--- config.mk ---
export PLATFORM = sky130hd
export DESIGN_NAME = ext_cpu_obi_arbiter
export DESIGN_NICKNAME = d
export VERILOG_FILES = /design/src/rtl/ext_cpu_obi_pkg.sv /design/src/rtl/ext_cpu_obi_arbiter.sv
export SDC_FILE = /design/constraint.sdc
export NUM_CORES = 1
export LEC_CHECK = 0
export ABC_AREA = 1
export BUFFER_PORTS_ARGS = -buffer_cell sky130_fd_sc_hd__buf_2
export CORE_AREA = 2 2 124 126
export CTS_CLUSTER_SIZE = 24
export DETAILED_ROUTE_END_ITERATION = 10
export DIE_AREA = 0 0 126 128
export SETUP_SLACK_MARGIN = 0.5
export SYNTH_ARGS = -nofsm -noshare
export SYNTH_HDL_FRONTEND = slang
export SYNTH_SLANG_ARGS = --single-unit
export TNS_END_PERCENT = 30
--- constraint.sdc ---
create_clock -name clk_i -period 3.2 [get_ports clk_i]
set_input_delay 0.16 -clock clk_i [delete_from_list [all_inputs] [get_ports clk_i]]
set_output_delay 0.16 -clock clk_i [all_outputs]
set_load 0.02 [all_outputs]
--- src/rtl/ext_cpu_obi_pkg.sv ---
// OBI request/response bundles shared by the hart-side and bus-side ports of the data-port arbiter.
// Field order matches the packed layout used on every OBI link in this subsystem.
package ext_cpu_obi_pkg;

    typedef struct packed {
        logic        req;
        logic        we;
        logic [3:0]  be;
        logic [31:0] addr;
        logic [31:0] wdata;
    } obi_req_t;

    typedef struct packed {
        logic        gnt;
        logic        rvalid;
        logic [31:0] rdata;
    } obi_resp_t;

endpackage

--- src/rtl/ext_cpu_obi_arbiter.sv ---
// Round-robin N-to-1 OBI data-port arbiter; responses return in order to the issuing hart.
// Latency: request/gnt pass through combinationally; rvalid is routed combinationally to the ID FIFO head.
// Backpressure: bus gnt flows to the selected hart only; a full ID FIFO withholds bus req unless a response frees a slot.
module ext_cpu_obi_arbiter
    import ext_cpu_obi_pkg::*;
#(
    parameter int NHARTS          = 2,
    parameter int MAX_OUTSTANDING = 2
) (
    input  logic                             clk_i,
    input  logic                             rst_i,
    input  obi_req_t                         core_req_i [NHARTS],
    output obi_resp_t                        core_resp_o [NHARTS],
    output obi_req_t                         bus_req_o,
    input  obi_resp_t                        bus_resp_i,
    output logic [$clog2(MAX_OUTSTANDING):0] outstanding_o,
    output logic                             proto_err_o
);

    localparam int IW = (NHARTS > 1) ? $clog2(NHARTS) : 1;
    localparam int PW = (MAX_OUTSTANDING > 1) ? $clog2(MAX_OUTSTANDING) : 1;
    localparam int CW = $clog2(MAX_OUTSTANDING) + 1;

    logic [IW-1:0] rr_ptr;
    logic [IW-1:0] lock_idx;
    logic          lock;
    logic [IW-1:0] sel;
    logic [IW-1:0] scan_idx;
    logic          found;

    logic [IW-1:0] id_mem [MAX_OUTSTANDING];
    logic [PW-1:0] wr_ptr;
    logic [PW-1:0] rd_ptr;
    logic [CW-1:0] count;
    logic [IW-1:0] head_id;
    logic          fifo_full;
    logic          fifo_empty;
    logic          push;
    logic          pop;
    logic          req_blocked;

    assign fifo_full     = (count == CW'(MAX_OUTSTANDING));
    assign fifo_empty    = (count == '0);
    assign head_id       = id_mem[rd_ptr];
    assign outstanding_o = count;

    // A locked request keeps its hart selected until granted (OBI stability rule).
    always_comb begin
        sel      = rr_ptr;
        scan_idx = rr_ptr;
        found    = 1'b0;
        for (int i = 0; i < NHARTS; i++) begin
            scan_idx = IW'((int'(rr_ptr) + i) % NHARTS);
            if (!found && core_req_i[scan_idx].req) begin
                sel   = scan_idx;
                found = 1'b1;
            end
        end
        if (lock) begin
            sel = lock_idx;
        end
    end

    // A full FIFO still accepts when the same-cycle response pops a slot.
    assign pop         = bus_resp_i.rvalid && !fifo_empty;
    assign req_blocked = fifo_full && !pop;
    assign push        = bus_req_o.req && bus_resp_i.gnt;

    always_comb begin
        bus_req_o     = core_req_i[sel];
        bus_req_o.req = core_req_i[sel].req && !req_blocked;
    end

    always_comb begin
        for (int h = 0; h < NHARTS; h++) begin
            core_resp_o[h]        = '0;
            core_resp_o[h].gnt    = push && (sel == IW'(h));
            core_resp_o[h].rvalid = pop && (head_id == IW'(h));
            core_resp_o[h].rdata  = bus_resp_i.rdata;
        end
    end

    always_ff @(posedge clk_i or posedge rst_i) begin
        if (rst_i) begin
            rr_ptr      <= '0;
            lock        <= 1'b0;
            lock_idx    <= '0;
            wr_ptr      <= '0;
            rd_ptr      <= '0;
            count       <= '0;
            proto_err_o <= 1'b0;
        end else begin
            if (push) begin
                lock   <= 1'b0;
                rr_ptr <= (sel == IW'(NHARTS - 1)) ? '0 : sel + 1'b1;
                wr_ptr <= (wr_ptr == PW'(MAX_OUTSTANDING - 1)) ? '0 : wr_ptr + 1'b1;
            end else if (bus_req_o.req) begin
                lock     <= 1'b1;
                lock_idx <= sel;
            end
            if (pop) begin
                rd_ptr <= (rd_ptr == PW'(MAX_OUTSTANDING - 1)) ? '0 : rd_ptr + 1'b1;
            end
            case ({push, pop})
                2'b10:   count <= count + 1'b1;
                2'b01:   count <= count - 1'b1;
                default: count <= count;
            endcase
            if (bus_resp_i.rvalid && fifo_empty) begin
                proto_err_o <= 1'b1;
            end
        end
    end

    // ID storage needs no reset: entries are only read behind a valid count.
    always_ff @(posedge clk_i) begin
        if (push) begin
            id_mem[wr_ptr] <= sel;
        end
    end

endmodule

* Word level (Yosys, flattened, before mapping)
Memories as Yosys holds them, arrays and structs flattened. Cells that the tools add are included. W data, S select, Z words.
Storage, ports and cells: register bits 8, latch bits 0, bits in writable memories 2, memory bits (read-only) 0, input port bits 176, word-level logic and storage cells 64, memories kept 1
Memories:
- id_mem | depth 2, width 1, read ports 1, clocked after Yosys merged registers in 0, wr ports 1, line ext_cpu_obi_arbiter.sv:31 | logic [IW-1:0] id_mem [MAX_OUTSTANDING];
Operators by class: $add $sub $neg 6, multiply operators 0, div/mod/pow operators 0, $lt $le $gt $ge 3, equality and inequality tests 3, shift operators 0, multiplexer cells 20, bitwise logic cells 6, reduce and logical (&&, ||, !) cells 18
Operator list (count):
- $mux W70 | 9
- $logic_and A1 B1 Y1 | 10
- $mux W1 | 10
- $ge A2 B2 Y1 const B | 3
- $not A1 Y2 | 3
- $add A1 B1 Y1 const B | 4
- $eq A2 B2 Y1 const B | 2
- $logic_not A1 Y1 | 4
- $pmux W2 S2 | 1
- $reduce_bool A2 Y1 | 2
- $not A1 Y1 | 3
- $add A2 B1 Y2 const B | 1
- $eq A2 B1 Y1 const B | 1
- $logic_not A2 Y1 | 1
- $reduce_and A2 Y1 | 1
- $sub A2 B1 Y2 const B | 1

* Logic depth before layout (Yosys ltp)
Gate-level depths: netlist of the first run.
word-level depth 17, gate-level depth with buffers 12, gate-level depth less buffers 11

* Least setup slack after synthesis of the first run
OpenSTA, ideal clock, no wires.
path kind register -> register, start point reg count[0], in the netlist outstanding_o[0], end point reg count[1], in the netlist outstanding_o[1], setup time 0.131 ns, arrival time 1.586 ns, path slack 1.483 ns, stages on the path, launching flop included 8, path buffers 0, period minus slack after synthesis 1.717 ns, cell sequence dfrtp_1 inv_1 nand3_1 nand4_4 ha_1 a21oi_1 o21ai_0 xor2_1
Between the ends: longest elaborated chain between the ends 10, elaborated cells on any way between the ends 15, classes of those cells add/sub: 2; eq/ne: 3; mux: 1; reduce/logical: 9
Ends and longest elaborated chain:
- start: declaration | line ext_cpu_obi_arbiter.sv:34 | logic [CW-1:0] count;
- start signal: assignment | line ext_cpu_obi_arbiter.sv:105 | 2'b10: count <= count + 1'b1;
- start signal: assignment | line ext_cpu_obi_arbiter.sv:106 | 2'b01: count <= count - 1'b1;
- start signal: assignment | line ext_cpu_obi_arbiter.sv:107 | default: count <= count;
- $logic_not A2 Y1 | line ext_cpu_obi_arbiter.sv:43 | assign fifo_empty = (count == '0);
- $logic_not A1 Y1 | line ext_cpu_obi_arbiter.sv:65 | assign pop = bus_resp_i.rvalid && !fifo_empty;
- $logic_and A1 B1 Y1 | line ext_cpu_obi_arbiter.sv:65
- $logic_not A1 Y1 | line ext_cpu_obi_arbiter.sv:66 | assign req_blocked = fifo_full && !pop;
- $logic_and A1 B1 Y1 | line ext_cpu_obi_arbiter.sv:66
- $logic_not A1 Y1 | line ext_cpu_obi_arbiter.sv:71 | bus_req_o.req = core_req_i[sel].req && !req_blocked;
- $logic_and A1 B1 Y1 | line ext_cpu_obi_arbiter.sv:71
- $logic_and A1 B1 Y1 | line ext_cpu_obi_arbiter.sv:67 | assign push = bus_req_o.req && bus_resp_i.gnt;
- $eq A2 B1 Y1 or $eq A2 B2 Y1 (tied branches) | line ext_cpu_obi_arbiter.sv:104 | case ({push, pop})
- $pmux W2 S2 or $reduce_bool A2 Y1 (tied branches)
Several ways; a longest one is shown, not always the timed one. A chain may end at the register's enable or synchronous reset.

==> impl_metrics.yaml, run 1 <==
global_route:
  grt_pass1_vias: 2073
  grt_use_total: 0.0763
  grt_pass1_wl_um: 10100
  antenna_found_initial: 0
  grt_max_degree: 42
  grt_overflow: 0
floorplan:
  core_area_um2: 14900
  row_count: 45
  fp.dieW_um: 126
  ios: 317
  die_h_um: 128
  initial_utilization: 0.131
  die-area_um2: 16100
synthesis:
  syn_inst: 352
  yosysWarnings: 0
  yosys_most_used_dff: "dfrtp_1"
  yosysSeqAreaShare: 0.133
  syn-cell-area_um2: 1950
  synth_edf_count: 2
  async_flop_share: 0.800
  yosysMostFrequentCell: "nand2_1"
  synth_area_leader_cell: "nand2_1"
  syn_area_per_cell_um2: 5.55
  yosys-top-cells-area: "nand2_1 (42%), buf_4 (27%), dfrtp_1 (10%)"
  synth_seq_cells: 10
  yosys-top-cells-count: "nand2_1 (220), buf_4 (71), inv_1 (15)"
  yosys.area.top_type_share: 0.423
  ys_types: 21
  syn-num-nets: 529
finish:
  nFillCells: 1725
  seq_area_um2: 260
  final_nets: 679
  fin_area_um2: 2800
  antenna_cells: 0
  syn_to_final_growth_pct: 43.2
  drive_above_1_share: 0.469
  multi_input_area_um2: 1010
sta:
  timing.final.crit_share: 0.661
  slew_headroom: 0.625
  layout_setup_ws_ns: 1.09
  rsz0062_at_grt: "false"
  maxSlewViolCount: 0
  whs_ns: 0.208
  fmax_mhz: 473
  finalHoldViolCount: 0
  finalSetupViolCount: 0
  fin_skew_ns: 0.00536
  period_needed_ns: 2.11
  setup_tns_ns: 0
  worstMarginPinSlew_ns: 0.561
place:
  gp_congestion: 0.712
  place_area_um2: 2710
  io_buffers: 220
  hpwl_um: 6130
  pre_cts_ws_ns: 1.18
drt:
  dr.pass1.iters: 4
  postRouteAntennaNets: 0
  totalWireLength_um: 7120
  drt_iter0_drc: 108
  wire_per_inst_um: 10.3
  via_per_inst: 3.60
  vias: 2477
  route.detailed.drc: 0
cts:
  clock_sinks: 10
  cts_tree: "built"
  clock_latency_ns: 0.23
  clkSlewWorstSetupHoldPaths_ns: 0.04
  cts.path.max_buffers: 2
  post_cts_buffers: 0
  cts_resized: 0
  cts-root-buf: "clkbuf_16"
  cts_buffers: 3
  ctsHoldBuffers: 1
  cts.htree.levels: 1
worst_setup_path:
  cp.required_ns: 3.04
  path_common_cell: "nand2_1"
  cp_cell_sequence: "nand2_1 > nand2_1 > nand2_2 > nand2_2 > inv_2 > buf_12 > nand2_1 > nand2_1 > buf_2"
  slowest_delay_ns: 0.41
  worstPathMaxFanout: 41
  critPathSlowestCell: "inv_2"
  endpoint_kind: "primary output"
  worstPathArrival_ns: 1.95
  start_kind: "flip-flop"
  path_class: "reg2out"
power:
  leakagePower_nw: 1.86
  p_per_area_nw_per_um2: 853
  finalPower_w: 0.00238
  peakVddDrop_mv: 0.389
status:
  outcome: "completed"
job:
  max-cap-violations: 0
hold_path:
  hp-class: "in2reg"
==> state kept, by name (all words and copies together), names as in the netlist <==
register and cells:
rd_ptr 1, lock 1, proto_err_o 1, lock_idx 1
id_mem 2, wr_ptr 1, outstanding_o 2, rr_ptr 1
==> layer usage <==
layer  vias to the layer above  global-route usage  part of all wire
met5                         -                   0                 0
met4                         0             0.00840                 0
met3                         0              0.0426              0.16
met2                       201               0.133              0.48
met1                       991              0.0841              0.36
li1                       1285                   -                 -
==> placed cells by master (no fill, tap or decap) <==
| cell type | netlist | final |
|---|---|---|
| buf_12 | 0 | 1 |
| nand3_1 | 3 | 3 |
| dfrtp_1 | 8 | 8 |
| nand4_4 | 1 | 1 |
| a31o_2 | 1 | 1 |
| nand4_1 | 4 | 4 |
| nand2_1 | 220 | 220 |
| buf_4 | 71 | 2 |
| clkbuf_1 | 0 | 1 |
| ha_1 | 1 | 1 |
| edfxtp_1 | 2 | 2 |
| inv_2 | 1 | 1 |
| xnor2_1 | 1 | 1 |
| dlygate4sd3_1 | 0 | 1 |
| o21ai_0 | 2 | 2 |
| xor2_1 | 2 | 2 |
| inv_1 | 15 | 15 |
| nand2_2 | 4 | 4 |
| nor2_1 | 4 | 4 |
| a21oi_1 | 2 | 2 |
| a21oi_2 | 1 | 1 |
| buf_2 | 1 | 220 |
| nand2_4 | 1 | 1 |
| clkbuf_16 | 0 | 3 |
==> cell type report <==
type / count / share of cell area
flip-flops and latches: 10 / 0.0931
multi-input cells: 247 / 0.363
inverters: 16 / 0.0215
clock buffers: 4 / 0.0282
repair buffers: 224 / 0.410
well taps: 188 / 0.0842
==> per-stage QoR <==
stage,std cells,utilization
CTS,689,0.188
detailed placement,684,0.182
floorplan,352,-
global placement,684,0.182
global route,689,0.188
finish,689,0.188
==> critical path: cells and delay by family (launching register included) <==
| kind | cells | cell delay (ns) |
|---|---|---|
| and+or+nand+nor | 6 | 0.43 |
| DFF | 1 | 0.38 |
| buffers and inverters | 3 | 0.86 |
==> where the power goes <==
part	internal [W]	leakage [nW]	switching (W)
clock network	0.000166	0.0382	0.0000532
registers	0.000187	0.112	0.0000367
logic	0.000616	1.71	0.00132
total	0.000969	1.86	0.00141
==> path summary, 6_finish.rpt <==
path                                         start                      endpoint  slack, ns  cells past startpoint
max reg2reg                     rr_ptr$_DFFE_PP0N_  outstanding_o[1]$_DFFE_PP0P_       1.20                     11
min reg2reg                proto_err_o$_DFFE_PP0P_       proto_err_o$_DFFE_PP0P_       0.48                      1
min in group asynchronous                    rst_i            wr_ptr$_DFFE_PP0N_       0.41                      3
max                             rr_ptr$_DFFE_PP0N_                 bus_req_o[51]       1.09                      9
min                                 bus_resp_i[32]       proto_err_o$_DFFE_PP0P_       0.21                      2
max in group asynchronous                    rst_i            rr_ptr$_DFFE_PP0N_       2.55                      3
==> cell families after synthesis <==
logic type                 synth area share
and+or+nand+nor                       0.481
buffers and inverters                 0.347
DFF                                   0.133
AOI/OAI and AO/OA                    0.0192
xor gates and xnor gates             0.0135
adders and majority gates           0.00641
Power figures use the tool's default switching activity.
==> inputs of run 2 (changes only) <==
- CORE_AREA: 2 2 124 126 -> 2 2 123 125
- DIE_AREA: 0 0 126 128 -> 0 0 125 127
- clock period: 3.2 -> 1.9 ns (I/O delays scaled with it)
==> run 2 against run 1 <==
Compared with the run above:
- critical path depth is the same
- clock-buffer cell count is the same
- design area grew 12%
- flip-flop and latch count is the same
- non-clock buffer count grew 12
- cell count grew 1.2%
- global-route usage grew 0.35 points
- die area shrank 1.6%
- sequential power grew 71%
- critical path type unchanged
==> impl_metrics.yaml, run 2 (same netlist as run 1, synthesis figures left out) <==
place:
  hpwl_um: 5820
  io_buffers: 220
  pre_cts_ws_ns: 0.246
  gp_congestion: 0.723
floorplan:
  die_h_um: 127
  core_area_um2: 14400
  die-area_um2: 15900
  ios: 317
  initial_utilization: 0.135
  row_count: 44
  fp.dieW_um: 125
sta:
  period_needed_ns: 1.71
  maxSlewViolCount: 0
  finalHoldViolCount: 0
  worstMarginPinSlew_ns: 0.308
  layout_setup_ws_ns: 0.193
  finalSetupViolCount: 0
  rsz0062_at_grt: "true"
  setup_tns_ns: 0
  slew_headroom: 0.794
  fin_skew_ns: 0.000622
  whs_ns: 0.131
  fmax_mhz: 586
  timing.final.crit_share: 0.899
cts:
  cts_buffers: 3
  cts-root-buf: "clkbuf_16"
  cts_tree: "built"
  clkSlewWorstSetupHoldPaths_ns: 0.04
  cts.htree.levels: 1
  cts.path.max_buffers: 2
  clock_latency_ns: 0.23
  clock_sinks: 10
global_route:
  grt_pass1_vias: 2220
  grt_max_degree: 37
  grt_use_total: 0.0798
  antenna_found_initial: 0
  grt_pass1_wl_um: 10500
  grt_overflow: 0
worst_setup_path:
  start_kind: "flip-flop"
  path_class: "reg2out"
  endpoint_kind: "primary output"
  worstPathMaxFanout: 18
  cp.required_ns: 1.80
  worstPathArrival_ns: 1.61
power:
  netSwitchingPower_w: 0.00270
  p_per_area_nw_per_um2: 1580
  leakagePower_nw: 2.00
  sw_frac_of_total: 0.547
  peakVddDrop_mv: 0.814
  p_clk_frac: 0.084
  internal_power_w: 0.00223
  power_frac_comb: 0.839
  pwr-share-seq: 0.077
drt:
  totalWireLength_um: 8260
  wire_per_inst_um: 11.9
  wl_met1_um: 3190
  met2WireLength_um: 4020
  route.detailed.drc: 0
  drt_iter0_drc: 94
  vias: 2552
  via_per_inst: 3.66
  postRouteAntennaNets: 0
  dr_wl_met3_um: 867
  dr.pass1.iters: 4
  routed.top_layer: "met4"
finish:
  syn_to_final_growth_pct: 59.8
  final_nets: 691
  fin_util: 0.216
  antenna_cells: 0
  final_cell_mix: "nand2_1 (217), buf_2 (215), inv_1 (15)"
  drive_above_1_share: 0.493
  mostFrequentLayoutCell: "nand2_1"
status:
  outcome: "completed"
hold_path:
  hp-class: "in2reg"
job:
  max-cap-violations: 0
-- run 2: changes by cell type in the layout (fill, tap and decap cells not counted), moves of 2 or more --
cell and delta:
clkbuf_16 +5, nand2_1 -3, buf_16 +2, buf_2 -5
buf_4 +6, nand2_2 +2, buf_12 +3
-- run 2: power groups by stage --
| stage | Combinational (W) | Clock, W | Sequential (W) |
|---|---|---|---|
| finish | 0.00414 | 0.000412 | 0.000382 |
| global route | 0.00453 | 0.000438 | 0.000393 |
| global placement | 0.00340 | 0 | 0.000380 |
| floorplan | 0.00258 | 0 | 0.000398 |
| CTS | 0.00361 | 0.000420 | 0.000380 |
| detailed placement | 0.00341 | 0 | 0.000382 |
-- run 2: timing repair --
item                                    4_1_cts  5_1_grt
hold endpoints to repair                      8        0
resized for setup                            11        9
endpoints found under the setup margin       77       79
pin swaps                                     1        2
buffers inserted                              0        3
hold buffers                                  1        0
gates cloned                                  1        6
-- run 2: final cells by class --
class                      instances  area (um2)
clock buffer                       4        88.8
sequential                        10         262
fill                            1644       11300
tap                              184         230
multi-input combinational        247        1050
inverter                          16        72.6
timing repair buffer             236        1420
-- run 2: worst paths after layout --
path,startpoint,to,slack (ns),cells after the start
min in group asynchronous,rst_i,proto_err_o$_DFFE_PP0P_,0.36,3
max in group asynchronous,rst_i,outstanding_o[0]$_DFFE_PP0P_,1.29,3
max reg2reg,rr_ptr$_DFFE_PP0N_,outstanding_o[1]$_DFFE_PP0P_,0.22,10
max,rr_ptr$_DFFE_PP0N_,bus_req_o[15],0.19,9
min,bus_resp_i[32],proto_err_o$_DFFE_PP0P_,0.13,2
min reg2reg,wr_ptr$_DFFE_PP0N_,wr_ptr$_DFFE_PP0N_,0.47,2
-- run 2: worst max-delay path, cell delays in order, from the launching register on --
cell and delay (ns):
dfrtp_1 0.35, inv_1 0.06, a21oi_2 0.12, nand2_2 0.12, nand2_8 0.16, buf_12 0.12, clkbuf_16 0.17, nand2_1 0.06
nand2_1 0.06, buf_2 0.15
-- run 2: metal layers --
layer / GRT usage / up-vias
met3: 0.0251 / 20
met5: 0 / -
met1: 0.0904 / 1042
met4: 0.0235 / 0
met2: 0.144 / 178
li1: - / 1312
-- run 2: through the flow --
| step | cell area (um2) | power (W) | cells |
|---|---|---|---|
| finish | 3120 | 0.00493 | 697 |
| global route | 3120 | 0.00536 | 697 |
| CTS | 2920 | 0.00441 | 688 |
| detailed placement | 2760 | 0.00379 | 682 |
| global placement | 2760 | 0.00378 | 682 |
| floorplan | 1970 | 0.00298 | 352 |
